## src/rtl/pc_pkg.sv

```systemverilog
// Shared constants for the next-PC path: candidate source indices and default vectors.
package pc_pkg;

    localparam int PC_SRC_ALU    = 0;
    localparam int PC_SRC_ALUOUT = 1;
    localparam int PC_SRC_JUMP   = 2;
    localparam int PC_SRC_EPC    = 3;
    localparam int PC_SRC_MEM    = 4;

    localparam logic [31:0] PC_RESET_VECTOR = 32'h0000_0000;
    localparam logic [31:0] PC_EXC_VECTOR   = 32'h0000_00FC;

endpackage

```

## src/rtl/pc_src_mux.sv

```systemverilog
// Combinational N:1 next-PC candidate selector with an in-range flag.
module pc_src_mux #(
    parameter int WIDTH   = 32,
    parameter int NUM_SRC = 5,
    parameter int SEL_W   = 3
) (
    input  logic [SEL_W-1:0]         selector,
    input  logic [NUM_SRC*WIDTH-1:0] src_data,
    output logic [WIDTH-1:0]         target,
    output logic                     valid
);

    assign valid = (32'(selector) < 32'(NUM_SRC));

    // Out-of-range indices leave target at zero so no slice beyond src_data is touched.
    always_comb begin
        target = '0;
        for (int i = 0; i < NUM_SRC; i++) begin
            if (selector == SEL_W'(i)) begin
                target = src_data[i*WIDTH +: WIDTH];
            end
        end
    end

endmodule

```

## src/rtl/pc_source_reg.sv

```systemverilog
// PC register with N-way next-PC selection, branch gating, exception redirect,
// EPC capture and target alignment checking.
module pc_source_reg
    import pc_pkg::*;
#(
    parameter int               WIDTH        = 32,
    parameter int               NUM_SRC      = 5,
    parameter int               SEL_W        = 3,
    parameter logic [WIDTH-1:0] RESET_VECTOR = WIDTH'(PC_RESET_VECTOR),
    parameter logic [WIDTH-1:0] EXC_VECTOR   = WIDTH'(PC_EXC_VECTOR),
    parameter bit               ALIGN_CHECK  = 1'b1
) (
    input  logic                     clk,
    input  logic                     reset,
    input  logic [SEL_W-1:0]         selector,
    input  logic [NUM_SRC*WIDTH-1:0] src_data,
    input  logic                     pc_write,
    input  logic                     pc_write_cond,
    input  logic                     cond_flag,
    input  logic                     exc_req,
    output logic [WIDTH-1:0]         pc_out,
    output logic [WIDTH-1:0]         epc_out,
    output logic                     fault,
    output logic                     loaded
);

    logic [WIDTH-1:0] target;
    logic             sel_valid;
    logic             load_en;
    logic             misaligned;
    logic [WIDTH-1:0] pc_q;
    logic [WIDTH-1:0] epc_q;
    logic             fault_q;
    logic             loaded_q;

    pc_src_mux #(
        .WIDTH   (WIDTH),
        .NUM_SRC (NUM_SRC),
        .SEL_W   (SEL_W)
    ) u_mux (
        .selector (selector),
        .src_data (src_data),
        .target   (target),
        .valid    (sel_valid)
    );

    assign load_en    = pc_write | (pc_write_cond & cond_flag);
    assign misaligned = ALIGN_CHECK && (target[1:0] != 2'b00);

    // Exception outranks any load; a bad load target redirects like an exception but flags fault.
    always_ff @(posedge clk or negedge reset) begin
        if (!reset) begin
            pc_q     <= RESET_VECTOR;
            epc_q    <= '0;
            fault_q  <= 1'b0;
            loaded_q <= 1'b0;
        end else if (exc_req) begin
            pc_q     <= EXC_VECTOR;
            epc_q    <= pc_q;
            fault_q  <= 1'b0;
            loaded_q <= 1'b0;
        end else if (load_en && (!sel_valid || misaligned)) begin
            pc_q     <= EXC_VECTOR;
            epc_q    <= pc_q;
            fault_q  <= 1'b1;
            loaded_q <= 1'b0;
        end else if (load_en) begin
            pc_q     <= target;
            fault_q  <= 1'b0;
            loaded_q <= 1'b1;
        end else begin
            fault_q  <= 1'b0;
            loaded_q <= 1'b0;
        end
    end

    assign pc_out  = pc_q;
    assign epc_out = epc_q;
    assign fault   = fault_q;
    assign loaded  = loaded_q;

endmodule

```

## config.mk

```make
export PLATFORM = sky130hd
export DESIGN_NAME = pc_source_reg
export DESIGN_NICKNAME = d
export VERILOG_FILES = /design/src/rtl/pc_pkg.sv /design/src/rtl/pc_src_mux.sv /design/src/rtl/pc_source_reg.sv
export SDC_FILE = /design/constraint.sdc
export NUM_CORES = 1
export LEC_CHECK = 0
export ABC_AREA = 1
export CORE_UTILIZATION = 35
export CTS_CLUSTER_DIAMETER = 40
export DETAILED_ROUTE_END_ITERATION = 6
export PLACE_DENSITY = 0.77
export REMOVE_ABC_BUFFERS = 1
export SLEW_MARGIN = 20
export SYNTH_ARGS = -nofsm -noshare
export SYNTH_HDL_FRONTEND = slang
export SYNTH_SLANG_ARGS = --single-unit
```

## constraint.sdc

```tcl
create_clock -name clk -period 0.8 [get_ports clk]
set_input_delay 0.16 -clock clk [delete_from_list [all_inputs] [get_ports clk]]
set_output_delay 0.16 -clock clk [all_outputs]
set_load 0.05 [all_outputs]
```

# Word-level counts from Yosys, hierarchy flattened
# Cells that the tools add are included.
# word_totals
reg_bits	66
input_bits	169
elab_cells	33
# classes
n_lt_le_gt_ge	1
eq_ne	4
muxes	15
bitwise	2
n_reduce_logical	7
# ops
cell	n
$mux W32	10
$eq A3 B2 Y1 const B	2
$mux W1	5
$reduce_bool A2 Y1	2
$eq A3 B1 Y1 const B	1
$eq A3 B3 Y1 const B	1
$logic_not A3 Y1	1
$lt A3 B3 Y1 const B	1
$reduce_bool A3 Y1	1
$and A1 B1 Y1	1
$logic_and A1 B1 Y1	1
$logic_not A1 Y1	1
$logic_or A1 B1 Y1	1
$or A1 B1 Y1	1

# Longest topological paths before layout
# Gate-level depths: netlist of run 1.
# depth
ltp_word	11
ltp_mapped	12

# Hierarchy
# A second synthesis of run 1 with hierarchy kept.
# unflattened
hier_cells	605
hier_area_um2	4065.1
# modules_own_cells
module	n_inst	cells_each	area_per_inst_um2	seq_area_each_um2
pc_source_reg	1	283	2645.0	1651.6
pc_src_mux	1	322	1420.1	0.0

# Worst setup path after synthesis of run 1
# Ideal clock, no wire load.
# synth_path
path_kind	input-to-reg
startpoint	in selector[0]
endpoint	reg epc_q[11], in the netlist epc_out[11]
setup_time_ns	0.119
t_arrival_ns	1.296
required_time_ns	0.681
path_slack_ns	-0.615
path_stages	11
n_path_buf	3
path_cell_list	buf_2 -> nor2_2 -> inv_2 -> nor2_8 -> nand2_2 -> nand4_2 -> nand2_1 -> buf_6 -> buf_6 -> nand2_1 -> nand2_1
# synth_between
elab_chain_cells	10
word_cells_on_any_way	16
# synth_rtl
element	line_no	rtl
start: declaration	pc_source_reg.sv:15	input logic [SEL_W-1:0] selector,
$logic_not A3 Y1	pc_src_mux.sv:19	if (selector == SEL_W'(i)) begin
$mux W32 (5 in a row)	pc_src_mux.sv:19	
$reduce_bool A2 Y1	pc_source_reg.sv:48	assign misaligned = ALIGN_CHECK && (target[1:0] != 2'b00);
$logic_or A1 B1 Y1 (*)	pc_source_reg.sv:62	end else if (load_en && (!sel_valid || misaligned)) begin
$logic_and A1 B1 Y1 (*)	pc_source_reg.sv:62	
$reduce_bool A2 Y1 (no source line) (*)	--	
end signal: assignment	pc_source_reg.sv:59	epc_q <= pc_q;
end signal: assignment	pc_source_reg.sv:64	epc_q <= pc_q;
end: declaration	pc_source_reg.sv:32	logic [WIDTH-1:0] epc_q;
# Mark *: on every way between the ends. The rest lies on a longest branch, timed or not.
# A chain may end at the register's enable or synchronous reset.

# Worst setup path after layout of run 1
# layout_path
startpoint	in selector[1]
endpoint	reg pc_q[23], in the netlist pc_out[23]
# layout_between
elab_chain_cells	11
word_cells_on_any_way	19
# layout_rtl
element	line_no	rtl
$logic_not A3 Y1	pc_src_mux.sv:19	
$mux W32 (5 in a row)	pc_src_mux.sv:19	
$reduce_bool A2 Y1	pc_source_reg.sv:48	
$logic_or A1 B1 Y1	pc_source_reg.sv:62	
$logic_and A1 B1 Y1	pc_source_reg.sv:62	
$mux W32	pc_source_reg.sv:62	
$mux W32	pc_source_reg.sv:57	end else if (exc_req) begin
end signal: assignment	pc_source_reg.sv:68	pc_q <= target;
end: declaration	pc_source_reg.sv:31	logic [WIDTH-1:0] pc_q;
# Parallel ways exist; a longest one is shown, timed or not. The select of a mux whose other input is x is not followed.

==> impl_results.md, run 1 <==
* Antenna-violating nets left at 0
* Filler-free cell count of the finished design at 1115
* CP endpoint kind: flip-flop
* Vias in the first global route at 5481
* 1st-pass router iterations at 5
* Clock edge transition at the registers on the reported setup and hold paths at 0.06 ns
* Pins Over Slew Limit at 0
* Clock Latency Late Sink at 0.33 ns
* Rows at 39
* CTS Buf Count at 9
* Layout cells sized above 1 at 33.3%
* I/O Buffers at 234
* Power Dens Cells at 1300 nW/µm²
* Compound-Gate Fraction of Synth Area at 2.20%
* Hold WS at 0.220 ns
* Seq/Total Area, Yosys at 40.3%
* Tcrit/Tclk final at 141%
* Synth Area in Adders at 0%
* Lkg Pwr at 4.55 nW
* Longest Clk Path Bufs at 2
* Worst vdd ir at 1440 µV
* DP Worst Slack at -1.02 ns
* DR iter-0 viols at 301
* Die width at 110 µm
* HP Class: in -> reg
* RePlAce Congestion at between 0.8 and 0.9
* Die area at 12200 µm²
* Multi-input gate area at 2410 µm²
* Ports at 235
* FF/Latch Area at 1660 µm²
* Synth-to-layout area growth at 121%
* First-pass GRT wire length at between 20000 and 30000 µm
* Area of the mapped netlist at 4100 µm²
* Synthesis warning total at 0
* Most frequent cells in the layout: nand2_1 (217), clkdlybuf4s50_1 (150), buf_4 (84)
* Fillers at about 760
* TritonCTS clock tree: done
* Arr. time, crit path at 1.37 ns
* Clk root buf: clkbuf_16
* MaxCap Viol Count at 0
* Initial Util at 35.9%
* Min Tclk post-route at approximately 1.1 ns
* Mapped Cells at 637
* Final WS setup at -0.326 ns
* GR Util All Layers at 32.2%
* Most common cell after layout, fill and taps aside: nand2_1
* Status: finished, violations left
* Failing checks: negative setup slack
* Critical setup path kind: in -> reg
* Placed cells at 1021
* Yosys cell types at 22
* Overall Power at 0.0118 W
* Vias per Instance at 4.99
* Slew headroom at 72.2%
* # setup viols final at 130
* DP HPWL at 12400 µm
* Ant. Diodes at 0
* H-tree levels at 3
* Syn_area_per_cell at 6.44 µm²
* Via count at about 5600
* Clk_skew at 0.00979 ns
* Routed WL per cell at 17.3 µm
* Gr ovfl total at 0
* Core Area at 11400 µm²
* Worst Setup Start Kind: primary input
* Pin count of the biggest net entering global routing at 38
* Initial antenna violation count at 0
* Die Height at around 110 µm
* Fmax at ~0.89 GHz
* Internal reg-to-reg setup slack at -0.12 ns
* RSZ-0062 raised after global routing: true
* DRT Wirelength at 19300 µm
* Mux share of post-synthesis cell area at 0%
* Yosys reg bits at 66
* Fin nets at 1136
* Post-Synth Simple-Gate Area at 48.0%
* Largest family of logic cells by synthesized area: simple AND/OR/NAND/NOR gates
* Hold Fails Final Rpt at 0
* Post-synthesis xor/xnor area fraction at 0%
* Util after Layout at 79.5%
* Worst-path fanout max at 17
* Worst path required time at 1.04 ns
* # DRC at 0
* Clock tree sinks at 66
* Measured slew at the worst slew-check pin at around 0.42 ns
sequential cells by signal, summed over array words and instances (netlist names):
register,flops
loaded,1
epc_out,32
pc_out,32
fault,1
power by group:
part	internal, W	total, W	leakage, nW	switching (W)
Sequential	0.00347	0.00361	0.863	0.000144
Clock	0.00284	0.00441	0.157	0.00157
Combinational	0.00201	0.00377	3.53	0.00176
Yosys cell counts:
| library cell | n | area, µm² |
|---|---|---|
| buf_2 | 17 | 85.1 |
| buf_6 | 4 | 45.0 |
| nand2_1 | 249 | 935 |
| nand4_1 | 12 | 75.1 |
| o21ai_0 | 2 | 10.0 |
| nor2_8 | 1 | 20.0 |
| nor2_1 | 92 | 345 |
| dfrtp_1 | 66 | 1650 |
| or2_2 | 16 | 100 |
| clkbuf_1 | 11 | 41.3 |
| nand3_1 | 84 | 420 |
| nor2_2 | 3 | 18.8 |
| buf_1 | 3 | 11.3 |
| inv_1 | 49 | 184 |
| nand3b_1 | 2 | 15.0 |
| nand2_2 | 1 | 6.26 |
| clkinv_1 | 1 | 3.75 |
| o21ai_1 | 16 | 80.1 |
| nand4_2 | 1 | 12.5 |
| nand3_2 | 1 | 10.0 |
| inv_2 | 5 | 18.8 |
| nor2_4 | 1 | 11.3 |
worst max-delay path: stages:
cell     delay [ns]
buf_8          0.11
buf_6          0.12
nor2_2         0.09
nand2_1        0.06
nand2_2        0.10
nand2_4        0.07
buf_4          0.13
nand3_2        0.09
nand3_2        0.10
buf_12         0.18
o21ai_2        0.15
cells by family (layout without fill, tap and decap cells):
family | after synthesis | in the layout
AND/OR/NAND/NOR | 463 | 463
buffers and inverters | 90 | 425
flip-flops | 66 | 66
AO/OA/AOI/OAI | 18 | 18
path summary, 6_finish.rpt:
kind	from	end	depth (start not counted)
max	selector[1]	pc_out[23]	11
min	exc_req	fault	2
max reg2reg	pc_out[18]	pc_out[18]	4
min reg2reg	pc_out[9]	pc_out[9]	2
max in group asynchronous	reset	pc_out[24]	3
min in group asynchronous	reset	pc_out[1]	3
cell type report:
| class | instances | area share (%) |
|---|---|---|
| tap | 143 | 1.97 |
| clock inverter | 5 | 0.937 |
| inverter | 55 | 2.51 |
| multi-input combinational | 481 | 26.6 |
| sequential | 66 | 18.3 |
| clock buffer | 11 | 2.67 |
| timing repair buffer | 354 | 47.0 |
per-stage QoR:
step | instance area, µm² | TNS (ns)
2_1_floorplan | 3920 | -99.83
3_3_place_gp | 7510 | -60.09
3_5_place_dp | 7510 | -63.42
4_1_cts | 8880 | -30.48
5_1_grt | 9080 | -37.35
6_report | 9080 | -32.73
timing repair:
item | in CTS | in global routing
hold endpoints to repair | 66 | 0
gates cloned | 9 | 0
endpoints found under the setup margin | 132 | 132
hold buffers | 1 | 0
pin swaps | 34 | 13
setup buffers | 56 | 14
gates resized for setup | 153 | 42
metal layers:
layer / up-vias / share of wire (%) / routed length [µm] / track usage, %
li1: 2636 / - / - / -
met1: 2573 / 36 / 7040 / 37.6
met2: 292 / 52 / 9950 / 57.1
met3: 67 / 7.8 / 1510 / 5.64
met4: 0 / 4.2 / 804 / 14.8
met5: - / 0 / 0 / 0
Note: power is estimated with default switching activity, not from simulation.
==> run 2, diff against run 1 <==
- ABC_CLOCK_PERIOD_IN_PS: not set -> 800
==> results of run 2 <==
Final layout, timing and power as in run 1 (identical DEF).
==> run 3, diff against run 2 <==
- SLEW_MARGIN: 20 -> 30
==> results of run 3 <==
Final layout, timing and power as in run 1 (identical DEF).
